`src/rtl/ps2_pkg.sv`:
```
// Shared types and constants for the PS/2 host sequencer.
package ps2_pkg;

  // Sequencer states
  typedef enum logic [2:0] {
    S_IDLE,
    S_HOLD,
    S_SEND,
    S_WAIT_TX,
    S_WAIT_ACK,
    S_DONE
  } ps2_state_e;

  // Device reply bytes
  localparam logic [7:0] PS2_ACK    = 8'hFA;
  localparam logic [7:0] PS2_RESEND = 8'hFE;

  // Command completion status
  localparam logic [1:0] ST_OK      = 2'b00;
  localparam logic [1:0] ST_RETRY   = 2'b01;
  localparam logic [1:0] ST_TIMEOUT = 2'b10;

  // One received byte as seen by the sequencer
  typedef struct packed {
    logic       vld;
    logic [7:0] data;
    logic       err;
  } ps2_rcv_t;

  // Fold the receiver's qualified error flags into one
  function automatic logic rcv_has_err(input logic parity_err, input logic no_stop_err);
    return parity_err | no_stop_err;
  endfunction

endpackage

```
`src/rtl/ps2_ctrl_timer.sv`:
```
// Loadable down-counter with an expiry flag; shared by the inhibit and ACK-wait phases.
module ps2_ctrl_timer #(
  parameter int unsigned WIDTH = 20
) (
  input  logic             clk,
  input  logic             rst_n,
  input  logic             i_load,
  input  logic [WIDTH-1:0] i_load_val,
  input  logic             i_en,
  output logic             o_expired_c
);

  logic [WIDTH-1:0] r_cnt;

  // Load takes priority; otherwise count down and hold at zero
  always_ff @(posedge clk) begin
    if (!rst_n) begin
      r_cnt <= '0;
    end else if (i_load) begin
      r_cnt <= i_load_val;
    end else if (i_en && (r_cnt != '0)) begin
      r_cnt <= r_cnt - WIDTH'(1);
    end
  end

  assign o_expired_c = (r_cnt == '0);

endmodule

```
`src/rtl/ps2_host_ctrl.sv`:
```
// PS/2 host-side sequencer: forwards device bytes, runs command exchanges
// (inhibit, transmit, wait for ACK, retry, timeout).
// Optional feature macro: PS2_AUTO_RESEND_EN (autonomous RESEND on an errored idle byte).
module ps2_host_ctrl
  import ps2_pkg::*;
#(
  parameter int unsigned HOLD_CYCLES = 5000,
  parameter int unsigned ACK_TIMEOUT = 1000000,
  parameter int unsigned MAX_RETRY   = 3
) (
  input  logic       clk,
  input  logic       rst_n,
  input  logic       cmd_valid,
  input  logic [7:0] cmd_data,
  output logic       cmd_ready,
  output logic       rsp_valid,
  output logic [1:0] rsp_status,
  output logic       key_vld,
  output logic [7:0] key_data,
  output logic       key_err,
  output logic       hold_req,
  output logic       rx_en,
  input  logic [7:0] rcv_data,
  input  logic       rcv_vld,
  input  logic       rcv_parity_err,
  input  logic       rcv_no_stop_err,
  input  logic       rcv_idle,
  output logic       tx_start,
  output logic [7:0] tx_data,
  input  logic       tx_done
);

  localparam int unsigned TMR_MAX = (HOLD_CYCLES > ACK_TIMEOUT) ? HOLD_CYCLES : ACK_TIMEOUT;
  localparam int unsigned TMR_W   = $clog2(TMR_MAX + 1);
  localparam int unsigned RTY_W   = 3;

  ps2_state_e r_state, w_state_nxt;

  logic             r_hold_req, r_rx_en, r_tx_start, r_rsp_valid, r_key_vld, r_key_err;
  logic [1:0]       r_rsp_status, w_rsp_status_nxt;
  logic [7:0]       r_key_data, w_key_data_nxt;
  logic [7:0]       r_tx_data, w_tx_data_nxt;
  logic [RTY_W-1:0] r_retry_cnt, w_retry_nxt;
  logic             w_key_vld_nxt, w_key_err_nxt;
  logic             w_tmr_load, w_tmr_en, w_tmr_exp;
  logic [TMR_W-1:0] w_tmr_val;
  logic             w_auto_active;
  logic             w_cmd_ready_c;
  ps2_rcv_t         w_rcv;

`ifdef PS2_AUTO_RESEND_EN
  logic r_auto, w_auto_nxt;
  logic r_err_flag, w_err_flag_nxt;
  assign w_auto_active = r_auto;
`else
  assign w_auto_active = 1'b0;
`endif

  assign w_rcv = '{vld: rcv_vld, data: rcv_data, err: rcv_has_err(rcv_parity_err, rcv_no_stop_err)};

  // Commands only accepted while idle and no device frame is arriving
  assign w_cmd_ready_c = (r_state == S_IDLE) && rcv_idle && !rcv_vld;

  // Shared phase timer
  ps2_ctrl_timer #(.WIDTH(TMR_W)) u_timer (
    .clk         (clk),
    .rst_n       (rst_n),
    .i_load      (w_tmr_load),
    .i_load_val  (w_tmr_val),
    .i_en        (w_tmr_en),
    .o_expired_c (w_tmr_exp)
  );

  // Next-state and next-output decode
  always_comb begin
    w_state_nxt      = r_state;
    w_tx_data_nxt    = r_tx_data;
    w_retry_nxt      = r_retry_cnt;
    w_key_vld_nxt    = 1'b0;
    w_key_err_nxt    = 1'b0;
    w_key_data_nxt   = r_key_data;
    w_rsp_status_nxt = r_rsp_status;
    w_tmr_load       = 1'b0;
    w_tmr_val        = '0;
    w_tmr_en         = 1'b0;
`ifdef PS2_AUTO_RESEND_EN
    w_auto_nxt       = r_auto;
    w_err_flag_nxt   = r_err_flag;
`endif

    case (r_state)
      S_IDLE: begin
        if (cmd_valid && w_cmd_ready_c) begin
          w_tx_data_nxt = cmd_data;
          w_retry_nxt   = '0;
          w_state_nxt   = S_HOLD;
          w_tmr_load    = 1'b1;
          w_tmr_val     = TMR_W'(HOLD_CYCLES - 1);
        end else if (w_rcv.vld) begin
          if (!w_rcv.err) begin
            w_key_vld_nxt  = 1'b1;
            w_key_data_nxt = w_rcv.data;
`ifdef PS2_AUTO_RESEND_EN
            w_err_flag_nxt = 1'b0;
`endif
          end else begin
`ifdef PS2_AUTO_RESEND_EN
            // First bad byte asks the device to resend; a second one is reported
            if (r_err_flag) begin
              w_key_err_nxt  = 1'b1;
              w_err_flag_nxt = 1'b0;
            end else begin
              w_err_flag_nxt = 1'b1;
              w_auto_nxt     = 1'b1;
              w_tx_data_nxt  = PS2_RESEND;
              w_state_nxt    = S_HOLD;
              w_tmr_load     = 1'b1;
              w_tmr_val      = TMR_W'(HOLD_CYCLES - 1);
            end
`else
            w_key_err_nxt = 1'b1;
`endif
          end
        end
      end

      S_HOLD: begin
        w_tmr_en = 1'b1;
        if (w_tmr_exp) w_state_nxt = S_SEND;
      end

      S_SEND: begin
        w_state_nxt = S_WAIT_TX;
      end

      S_WAIT_TX: begin
        if (tx_done) begin
          if (w_auto_active) begin
            w_state_nxt = S_IDLE;
`ifdef PS2_AUTO_RESEND_EN
            w_auto_nxt  = 1'b0;
`endif
          end else begin
            w_state_nxt = S_WAIT_ACK;
            w_tmr_load  = 1'b1;
            w_tmr_val   = TMR_W'(ACK_TIMEOUT - 1);
          end
        end
      end

      S_WAIT_ACK: begin
        w_tmr_en = 1'b1;
        if (w_rcv.vld) begin
          if (!w_rcv.err && (w_rcv.data == PS2_ACK)) begin
            w_state_nxt      = S_DONE;
            w_rsp_status_nxt = ST_OK;
          end else if (w_rcv.err || (w_rcv.data == PS2_RESEND)) begin
            if (r_retry_cnt < RTY_W'(MAX_RETRY)) begin
              w_retry_nxt = r_retry_cnt + RTY_W'(1);
              w_state_nxt = S_HOLD;
              w_tmr_load  = 1'b1;
              w_tmr_val   = TMR_W'(HOLD_CYCLES - 1);
            end else begin
              w_state_nxt      = S_DONE;
              w_rsp_status_nxt = ST_RETRY;
            end
          end
        end else if (w_tmr_exp) begin
          w_state_nxt      = S_DONE;
          w_rsp_status_nxt = ST_TIMEOUT;
        end
      end

      S_DONE: begin
        w_state_nxt = S_IDLE;
      end

      default: begin
        w_state_nxt = S_IDLE;
      end
    endcase
  end

  // State and registered outputs
  always_ff @(posedge clk) begin
    if (!rst_n) begin
      r_state      <= S_IDLE;
      r_hold_req   <= 1'b0;
      r_rx_en      <= 1'b1;
      r_tx_start   <= 1'b0;
      r_rsp_valid  <= 1'b0;
      r_rsp_status <= ST_OK;
      r_key_vld    <= 1'b0;
      r_key_err    <= 1'b0;
      r_key_data   <= 8'h00;
      r_tx_data    <= 8'h00;
      r_retry_cnt  <= '0;
    end else begin
      r_state      <= w_state_nxt;
      r_hold_req   <= (w_state_nxt == S_HOLD);
      r_rx_en      <= !((w_state_nxt == S_HOLD) || (w_state_nxt == S_SEND) ||
                        (w_state_nxt == S_WAIT_TX));
      r_tx_start   <= (w_state_nxt == S_SEND);
      r_rsp_valid  <= (w_state_nxt == S_DONE);
      r_rsp_status <= w_rsp_status_nxt;
      r_key_vld    <= w_key_vld_nxt;
      r_key_err    <= w_key_err_nxt;
      r_key_data   <= w_key_data_nxt;
      r_tx_data    <= w_tx_data_nxt;
      r_retry_cnt  <= w_retry_nxt;
    end
  end

`ifdef PS2_AUTO_RESEND_EN
  // Auto-resend bookkeeping
  always_ff @(posedge clk) begin
    if (!rst_n) begin
      r_auto     <= 1'b0;
      r_err_flag <= 1'b0;
    end else begin
      r_auto     <= w_auto_nxt;
      r_err_flag <= w_err_flag_nxt;
    end
  end
`endif

  assign cmd_ready  = w_cmd_ready_c;
  assign rsp_valid  = r_rsp_valid;
  assign rsp_status = r_rsp_status;
  assign key_vld    = r_key_vld;
  assign key_data   = r_key_data;
  assign key_err    = r_key_err;
  assign hold_req   = r_hold_req;
  assign rx_en      = r_rx_en;
  assign tx_start   = r_tx_start;
  assign tx_data    = r_tx_data;

endmodule

```
`config.mk`:
```
export PLATFORM = sky130hd
export DESIGN_NAME = ps2_host_ctrl
export DESIGN_NICKNAME = d
export VERILOG_FILES = /design/src/rtl/ps2_pkg.sv /design/src/rtl/ps2_ctrl_timer.sv /design/src/rtl/ps2_host_ctrl.sv
export SDC_FILE = /design/constraint.sdc
export NUM_CORES = 1
export LEC_CHECK = 0
export CAP_MARGIN = 20
export CORE_MARGIN = 2
export CORE_UTILIZATION = 44
export DETAILED_ROUTE_END_ITERATION = 8
export GPL_TIMING_DRIVEN = 0
export PLACE_DENSITY = 0.75
export SLEW_MARGIN = 20
export SYNTH_ARGS = -nofsm -noshare
export SYNTH_HDL_FRONTEND = slang
export SYNTH_SLANG_ARGS = --single-unit
```
`constraint.sdc`:
```
create_clock -name clk -period 1.92 [get_ports clk]
set_input_delay 0.384 -clock clk [delete_from_list [all_inputs] [get_ports clk]]
set_output_delay 0.384 -clock clk [all_outputs]
set_load 0.01 [all_outputs]
```
Word-level counts from Yosys, hierarchy flattened:

Cells that the tools add are included.

* register bits after elaboration: 50
* bits in latches: 0
* bits in writable memories: 0
* bits in read-only memories: 0
* input bits: 24
* output and inout port bits: 25
* word-level logic and storage cells: 100
* memories: 0

* add/subtract/negate cells: 2
* $mul: 0
* div/mod/pow operators: 0
* magnitude comparators: 1
* equality and inequality tests: 17
* shift-type cells: 0
* muxes and demuxes: 39
* bitwise logic cells: 6
* reductions and logical operators: 23

Operator list (number)
* $mux 13: 5
* $mux 20: 3
* $pmux 20 s3: 1
* $mux 3: 13
* $logic_not 20->1: 1
* $reduce_bool 20->1: 1
* $sub 20x1->20 const B: 1
* $eq 8x8->1 const B: 2
* $pmux 3 s5: 1
* $eq 3x2->1 const B: 4
* $mux 2: 5
* $mux 1: 9
* $ne 2x2->1 const B: 4
* $reduce_and 4->1: 2
* $eq 3x1->1 const B: 2
* $eq 3x3->1 const B: 2
* $pmux 3 s2: 1
* $reduce_and 6->1: 1
* $reduce_bool 2->1: 3
* $logic_and 1x1->1: 5
* $not 1->1: 5
* $reduce_or 4->1: 1
* $add 3x1->3 const B: 1
* $logic_not 1->1: 3
* other kinds (10): 12

Longest topological paths before layout:

Gate-level depths: netlist of run 1.

* depth after elaboration: 10
* gate-level depth with buffers: 8
* gate-level depth less buffers: 7

By module:

Synthesis of run 1 repeated with hierarchy kept, for this count alone.

* cell total of the unflattened synthesis: 293
* area, all modules: 2600.0 um^2

Modules (own cells, without submodules)
* ps2_host_ctrl: instances 1, cells an instance 142, area an instance 1362.6 um^2, sequential area each 600.6 um^2
* ps2_ctrl_timer: instances 1, cells an instance 151, area an instance 1237.4 um^2, sequential area each 400.4 um^2

Least setup slack after synthesis of run 1:

OpenSTA, ideal clock, no wires.

* path kind: register -> register
* from: register u_timer.r_cnt[0]
* to: register u_timer.r_cnt[9]
* library setup time: 0.125 ns
* data arrival time: 1.680 ns
* required time: 1.795 ns
* slack: 0.115 ns
* cell stages (with the launch flop): 9
* path buffers: 1
* period minus slack after synthesis: 1.805 ns
* cells stage by stage: dfxtp_1 > inv_1 > ha_1 > nor3b_1 > nand2_2 > o21ai_2 > buf_6 > nor4_1 > o41a_1

* longest elaborated chain between the ends: 3
* elaborated cells on any way between the ends: 6
* those cells by class: add/sub: 1; mux: 2; reduce/logical: 3

Ends and longest elaborated chain
* from (decl): RTL line ps2_ctrl_timer.sv:13 `logic [WIDTH-1:0] r_cnt;`
* from (signal assigned): RTL line ps2_ctrl_timer.sv:20 `r_cnt <= i_load_val;`
* from (signal assigned): RTL line ps2_ctrl_timer.sv:22 `r_cnt <= r_cnt - WIDTH'(1);`
* $sub 20x1->20 or $reduce_bool 20->1 (tied branches): RTL line ps2_ctrl_timer.sv:22, ps2_ctrl_timer.sv:21
* $mux 20 or $logic_and 1x1->1 (tied branches): RTL line ps2_ctrl_timer.sv:21 `end else if (i_en && (r_cnt != '0)) begin`
* $mux 20 or $reduce_bool 2->1 (tied branches)

Parallel ways exist; a longest one is shown, timed or not. The select of a mux whose other input is x is not followed.
A chain may end at the register's enable or synchronous reset.

Worst setup path after layout of run 1:

* from: register u_timer.r_cnt[2]
* to: register u_timer.r_cnt[7]

Same word-level chain as after synthesis.

==> metrics.txt, run 1 <==
outcome completed; H-tree depth 2; CP Capture Type flip-flop; Initial Util 0.457; Final setup viols 0; CTS sink cnt 50; Routability Congestion 0.833; die width 79.7 um; antenna viol nets, final 0; Std-Cell Rows 27; Overall Global Routing Usage 0.211; syn avg cell area 9.23 um2; design area approximately 3500 um2; remaining global-route overflow 0; largest net degree at the start of global routing 17; sequential fraction of the synthesis area 0.397; final std cells w/o fill between 400 and 500; Gate Count Post-Synth 273; I/O pins 49; global-route wire length before repair approximately 11,000 um; MaxCap Viol Count 0; CTS Root Buffer Type clkbuf_8; fmax roughly 530 MHz; crit start category flip-flop; asr flop ratio synth 0; critical path class reg2reg; fraction of layout cells with a size suffix above 1 0.222; total wire length 6570 um; Peak VDD IR 0.000632 V; IO buf count 47; Remaining DRCs 0; post-synthesis cell type count between 60 and 70; EDFF count, synth 0; worst path arrival time 2.07 ns; routed vias ~2,400; Die ar. 6350 um2; RSZ-0062 raised after global routing true; Setup WS post-layout 0.0283 ns; Ys Warns 0; Slew headroom 0.605; routed wire length per instance ~16 um; worst hold-check path type in2reg; fin crit share 0.985; nets roughly 370; Avg Vias per Cell between 5 and 6; LEAKAGE 1.41 nW; drt initial violations 209; Hold-fix buffers, CTS 0; count of pins over their slew limit 0; clock skew 0.0129 ns; vias in the first global route 2,207; CP Max Fanout 6; final hold violation count 0; Num CTS Buffers 5; # fillers 474; Post-Syn Nets about 300; cell taking the most area after synthesis dfxtp_1; top cells by area, synth dfxtp_1 40%, mux2i_1 6.8%, nor2_1 5.1%, xor2_1 3.1%, a21oi_1 2.4%; overall die height 79.7 um; worst skew pair latency 0.31 ns; Area Growth Syn to Fin 37.3%; min Tclk post-route 1.89 ns; top-area cell type share of the netlist area 0.397; final hold slack around 0.37 ns; area of the multi-input gates 1520 um2; Worst-Margin Slew slightly below 0.6 ns; Register Area 1010 um2; drt pass-1 iters 6; placeable core region 5510 um2; initial antenna violation count 0; most frequent cells in the layout 43 x dfxtp_1, 43 x clkdlybuf4s50_1, 32 x nor2_1, 17 x mux2i_1; area of the mapped netlist about 2500 um2; HPWL Detailed 4590 um; CTS tree done; Longest Clk Path Bufs 2; cell count after placement slightly below 400; Pwr Total 3.93 mW; pre-CTS WS -0.439 ns; placed inst area a little over 3000 um2; Worst-path clk slew 0.10 ns; Crit path required time around 2.1 ns; Post-synth top flop dfxtp_1; Synth Register Bits 50; n_diodes 0; power per standard cell area around 1100 nW/um2
-- power breakdown --
part / switching, mW / internal (mW)
combinational: 0.968 / 0.879
sequential: 0.150 / 1.17
clock: 0.373 / 0.391
total: 1.49 / 2.44
-- final cells by class --
| class | count | area share |
|---|---|---|
| Multi-Input combinational cell | 201 | 0.438 |
| Buffer | 13 | 0.0282 |
| Clock buffer | 5 | 0.0199 |
| Inverter | 6 | 0.00651 |
| Timing Repair Buffer | 64 | 0.175 |
| Tap cell | 72 | 0.0260 |
| Sequential cell | 50 | 0.293 |
| Clock inverter | 3 | 0.0127 |
-- flip-flops by register name (all words and copies together), names as in the netlist --
register,flops
rsp_valid,1
rsp_status,2
tx_start,1
r_state,3
u_timer.r_cnt,20
key_vld,1
hold_req,1
rx_en,1
key_data,8
tx_data,8
r_retry_cnt,3
key_err,1
-- per-layer routing --
layer / track usage / vias up / part of all wire
li1: - / 1149 / -
met1: 0.252 / 1127 / 0.43
met2: 0.357 / 92 / 0.48
met3: 0.0701 / 12 / 0.078
met4: 0.0655 / 0 / 0.018
met5: 0 / - / 0
-- worst paths after layout --
kind,from,endpoint,slack (ns),cells after the start
worst max-delay path,u_timer.r_cnt[2],u_timer.r_cnt[7],0.03,5
worst min-delay path,rcv_vld,key_err,0.37,3
worst max register to register,u_timer.r_cnt[2],u_timer.r_cnt[7],0.03,5
worst min register to register,u_timer.r_cnt[19],u_timer.r_cnt[19],0.47,2
-- worst max-delay path, cell delays in order, from the launching register on --
cell and delay [ns]:
dfxtp_4 0.37, or4_4 0.53, buf_6 0.15, or4_4 0.43
o2111ai_2 0.18, o311ai_1 0.12
-- cell families after synthesis --
kind of cell	synth area share
AOI/OAI and AO/OA	0.165
xor gates and xnor gates	0.0417
adders and majority gates	0.00993
buffers and inverters	0.0482
DFF	0.397
muxes	0.0720
and+or+nand+nor	0.266
-- timing repair --
action                                  4_1_cts  5_1_grt
resized for setup                            15       36
endpoints found under the setup margin       20       21
buffers inserted                              6       11
pin swaps                                     8       11
-- through the flow --
step	util	TNS, ns
floorplan	-	0
global placement	0.559	-6.20
detailed placement	0.559	-6.61
CTS	0.595	0
global route	0.628	-0.109
finish	0.628	0
-- cell usage after synthesis, types with 5 or more instances --
cell	n
dfxtp_1	50
xor2_1	9
o21ai_0	6
nor2_1	34
clkbuf_1	5
nand3_1	12
a21oi_1	12
nand4_1	5
buf_2	7
inv_1	6
nand2_1	16
mux2i_1	17
o2111ai_1	6
No activity file was read; power rests on OpenSTA's default activity.
==> run 2: changes to the inputs <==
--- a/config.mk
+++ b/config.mk
@@ -11,6 +11,7 @@
 export DETAILED_ROUTE_END_ITERATION = 8
 export GPL_TIMING_DRIVEN = 0
 export PLACE_DENSITY = 0.75
+export SKIP_CTS_REPAIR_TIMING = 1
 export SLEW_MARGIN = 20
 export SYNTH_ARGS = -nofsm -noshare
 export SYNTH_HDL_FRONTEND = slang
==> metrics.txt, run 2 (same netlist as run 1, synthesis figures left out) <==
LEAKAGE 1.42 nW (was 1.41 nW); remaining global-route overflow 0 (unchanged); worst path arrival time 2.06 ns (was 2.07 ns); outcome completed (unchanged); hold path endpoint key_err (unchanged); Crit path required time 2.10 ns (about the same); flip-flop count of the largest register after layout 20 (unchanged); Remaining DRCs 0 (unchanged); CTS tree done (unchanged); I/O pins 49 (unchanged); Slew headroom 0.603 (was 0.605); Std-Cell Rows 27 (unchanged); MaxCap Viol Count 0 (unchanged); R2R cell count 5 (unchanged); overall die height 79.7 um (unchanged); largest net degree at the start of global routing 17 (unchanged); n_diodes 0 (unchanged); flop2flop setup slack 0.04 ns (was 0.03 ns); count of pins over their slew limit 0 (unchanged); Overall Global Routing Usage 0.205 (was 0.211); CP Capture Type flip-flop (unchanged); drt initial violations 171 (was 209); Final setup viols 0 (unchanged); drt pass-1 iters 6 (unchanged); Worst-path clk slew 0.10 ns (about the same); Routability Congestion 0.833 (unchanged); routed vias 2,368 (was 2,380); crit path cell chain or4_1 > buf_2 > or4_4 > o2111ai_2 > o311ai_1 (was or4_4 > buf_6 > or4_4 > o2111ai_2 > o311ai_1); clock skew 0.0120 ns (was 0.0129 ns); area of the multi-input gates 1510 um2 (was 1520 um2); min Tclk post-route 1.88 ns (was 1.89 ns); worst hold-check path type in2reg (unchanged); fin crit share 0.977 (was 0.985); Peak VDD IR 0.000640 V (was 0.000632 V); total wire length 6490 um (was 6570 um); # fillers 478 (was 474); Longest Clk Path Bufs 2 (unchanged); WP buf/inv 1 (unchanged); power per standard cell area 1150 nW/um2 (was 1140 nW/um2); Num CTS Buffers 5 (unchanged); final std cells w/o fill 412 (was 414); global-route wire length before repair 10,300 um (was 10,500 um); H-tree depth 2 (unchanged); RSZ-0062 raised after global routing true (unchanged); Pwr Total 3.94 mW (was 3.93 mW); HPWL Detailed 4590 um (unchanged); commonest non-fill, non-tap cell in the layout clkdlybuf4s50_1; Register Area 1010 um2 (unchanged); vias in the first global route 2,161 (was 2,207); Most flops, register u_timer.r_cnt (unchanged); Worst-Margin Slew 0.596 ns (was 0.593 ns); die width 79.7 um (unchanged); most frequent cells in the layout 43 x clkdlybuf4s50_1, 41 x dfxtp_1, 33 x nor2_1, 17 x mux2i_1, 16 x nand2_1 (was 43 x dfxtp_1, 43 x clkdlybuf4s50_1, 32 x nor2_1, 17 x mux2i_1); fraction of layout cells with a size suffix above 1 0.221 (was 0.222); initial antenna violation count 0 (unchanged); crit start category flip-flop (unchanged); nets 365 (was 367); Initial Util 0.457 (unchanged); fin util 0.623 (was 0.628); critical path class reg2reg (unchanged); slowest cell on the critical path or4_1 (was or4_4); Area Growth Syn to Fin 36.3% (was 37.3%); Crit Reg-Reg Endpoint u_timer.r_cnt[7] (unchanged); design area 3430 um2 (was 3460 um2); CP Max Fanout 6 (unchanged); RR Startpoint u_timer.r_cnt[2] (unchanged); antenna viol nets, final 0 (unchanged); worst skew pair latency 0.31 ns (about the same); fmax 533 MHz (was 529 MHz); final hold violation count 0 (unchanged); CTS Root Buffer Type clkbuf_8 (unchanged); Hold Path Depth 3 (unchanged); routed wire length per instance 15.8 um (was 15.9 um); Avg Vias per Cell 5.75 (about the same); IO buf count 47 (unchanged); CTS sink cnt 50 (unchanged); placeable core region 5510 um2 (unchanged); cell count after placement 392 (unchanged); Die ar. 6350 um2 (unchanged); hold path start rcv_vld (unchanged); placed inst area 3080 um2 (unchanged); max incr delay on CP 0.50 ns (was 0.53 ns); cell family with most CP delay simple AND/OR/NAND/NOR gates (unchanged)
[run 2: cell count changes in the layout (fill, tap and decap cells not counted), moves of 2 or more]
cell and change:
buf_4 -2, dfxtp_1 -2, dfxtp_2 +3, dlygate4sd2_1 -2, dlymetal6s2s_1 +2
[run 2: per-layer routing]
layer	up-vias	global-route usage	part of all wire
li1	1141	-	-
met1	1128	0.245	0.42
met2	85	0.345	0.48
met3	14	0.0701	0.080
met4	0	0.0655	0.020
met5	-	0	0
[run 2: tightest hold or removal path: stages]
cell,delay [ns]
buf_2,0.16
nand2_1,0.07
nor3_1,0.04
[run 2: layout make-up]
class                      instances  share of cell area
inverter                           6             0.00656
buffer                            14              0.0299
multi-input combinational        201               0.438
sequential                        50               0.296
clock buffer                       5              0.0200
tap                               72              0.0262
timing repair buffer              61               0.171
clock inverter                     3              0.0128
[run 2: power breakdown]
part           total [mW]  switching [mW]  internal, mW
sequential           1.30           0.138          1.17
combinational        1.88           0.970         0.909
clock               0.763           0.372         0.391
total                3.94            1.48          2.47
[run 2: worst max path at each step]
stage / start / endpoint / slack [ns] / cells past startpoint
6_report: u_timer.r_cnt[2] / u_timer.r_cnt[7] / 0.04 / 5
5_1_grt: u_timer.r_cnt[4] / u_timer.r_cnt[13] / -0.03 / 5
4_1_cts: r_state[0] / cmd_ready / -0.23 / 4
3_5_place_dp: rcv_data[6] / u_timer.r_cnt[17] / -0.44 / 7
3_3_place_gp: rcv_data[6] / u_timer.r_cnt[17] / -0.43 / 7
2_1_floorplan: u_timer.r_cnt[0] / u_timer.r_cnt[9] / 0.12 / 8
[run 2: through the flow]
| stage | hold slack [ns] | setup TNS, ns | setup slack (ns) |
|---|---|---|---|
| after floorplan | 0.438 | 0 | 0.115 |
| after global placement | 0.450 | -6.20 | -0.434 |
| after detailed placement | 0.462 | -6.61 | -0.439 |
| after CTS | 0.349 | -2.05 | -0.234 |
| after global routing | 0.394 | -0.0705 | -0.0293 |
| final | 0.369 | 0 | 0.0438 |
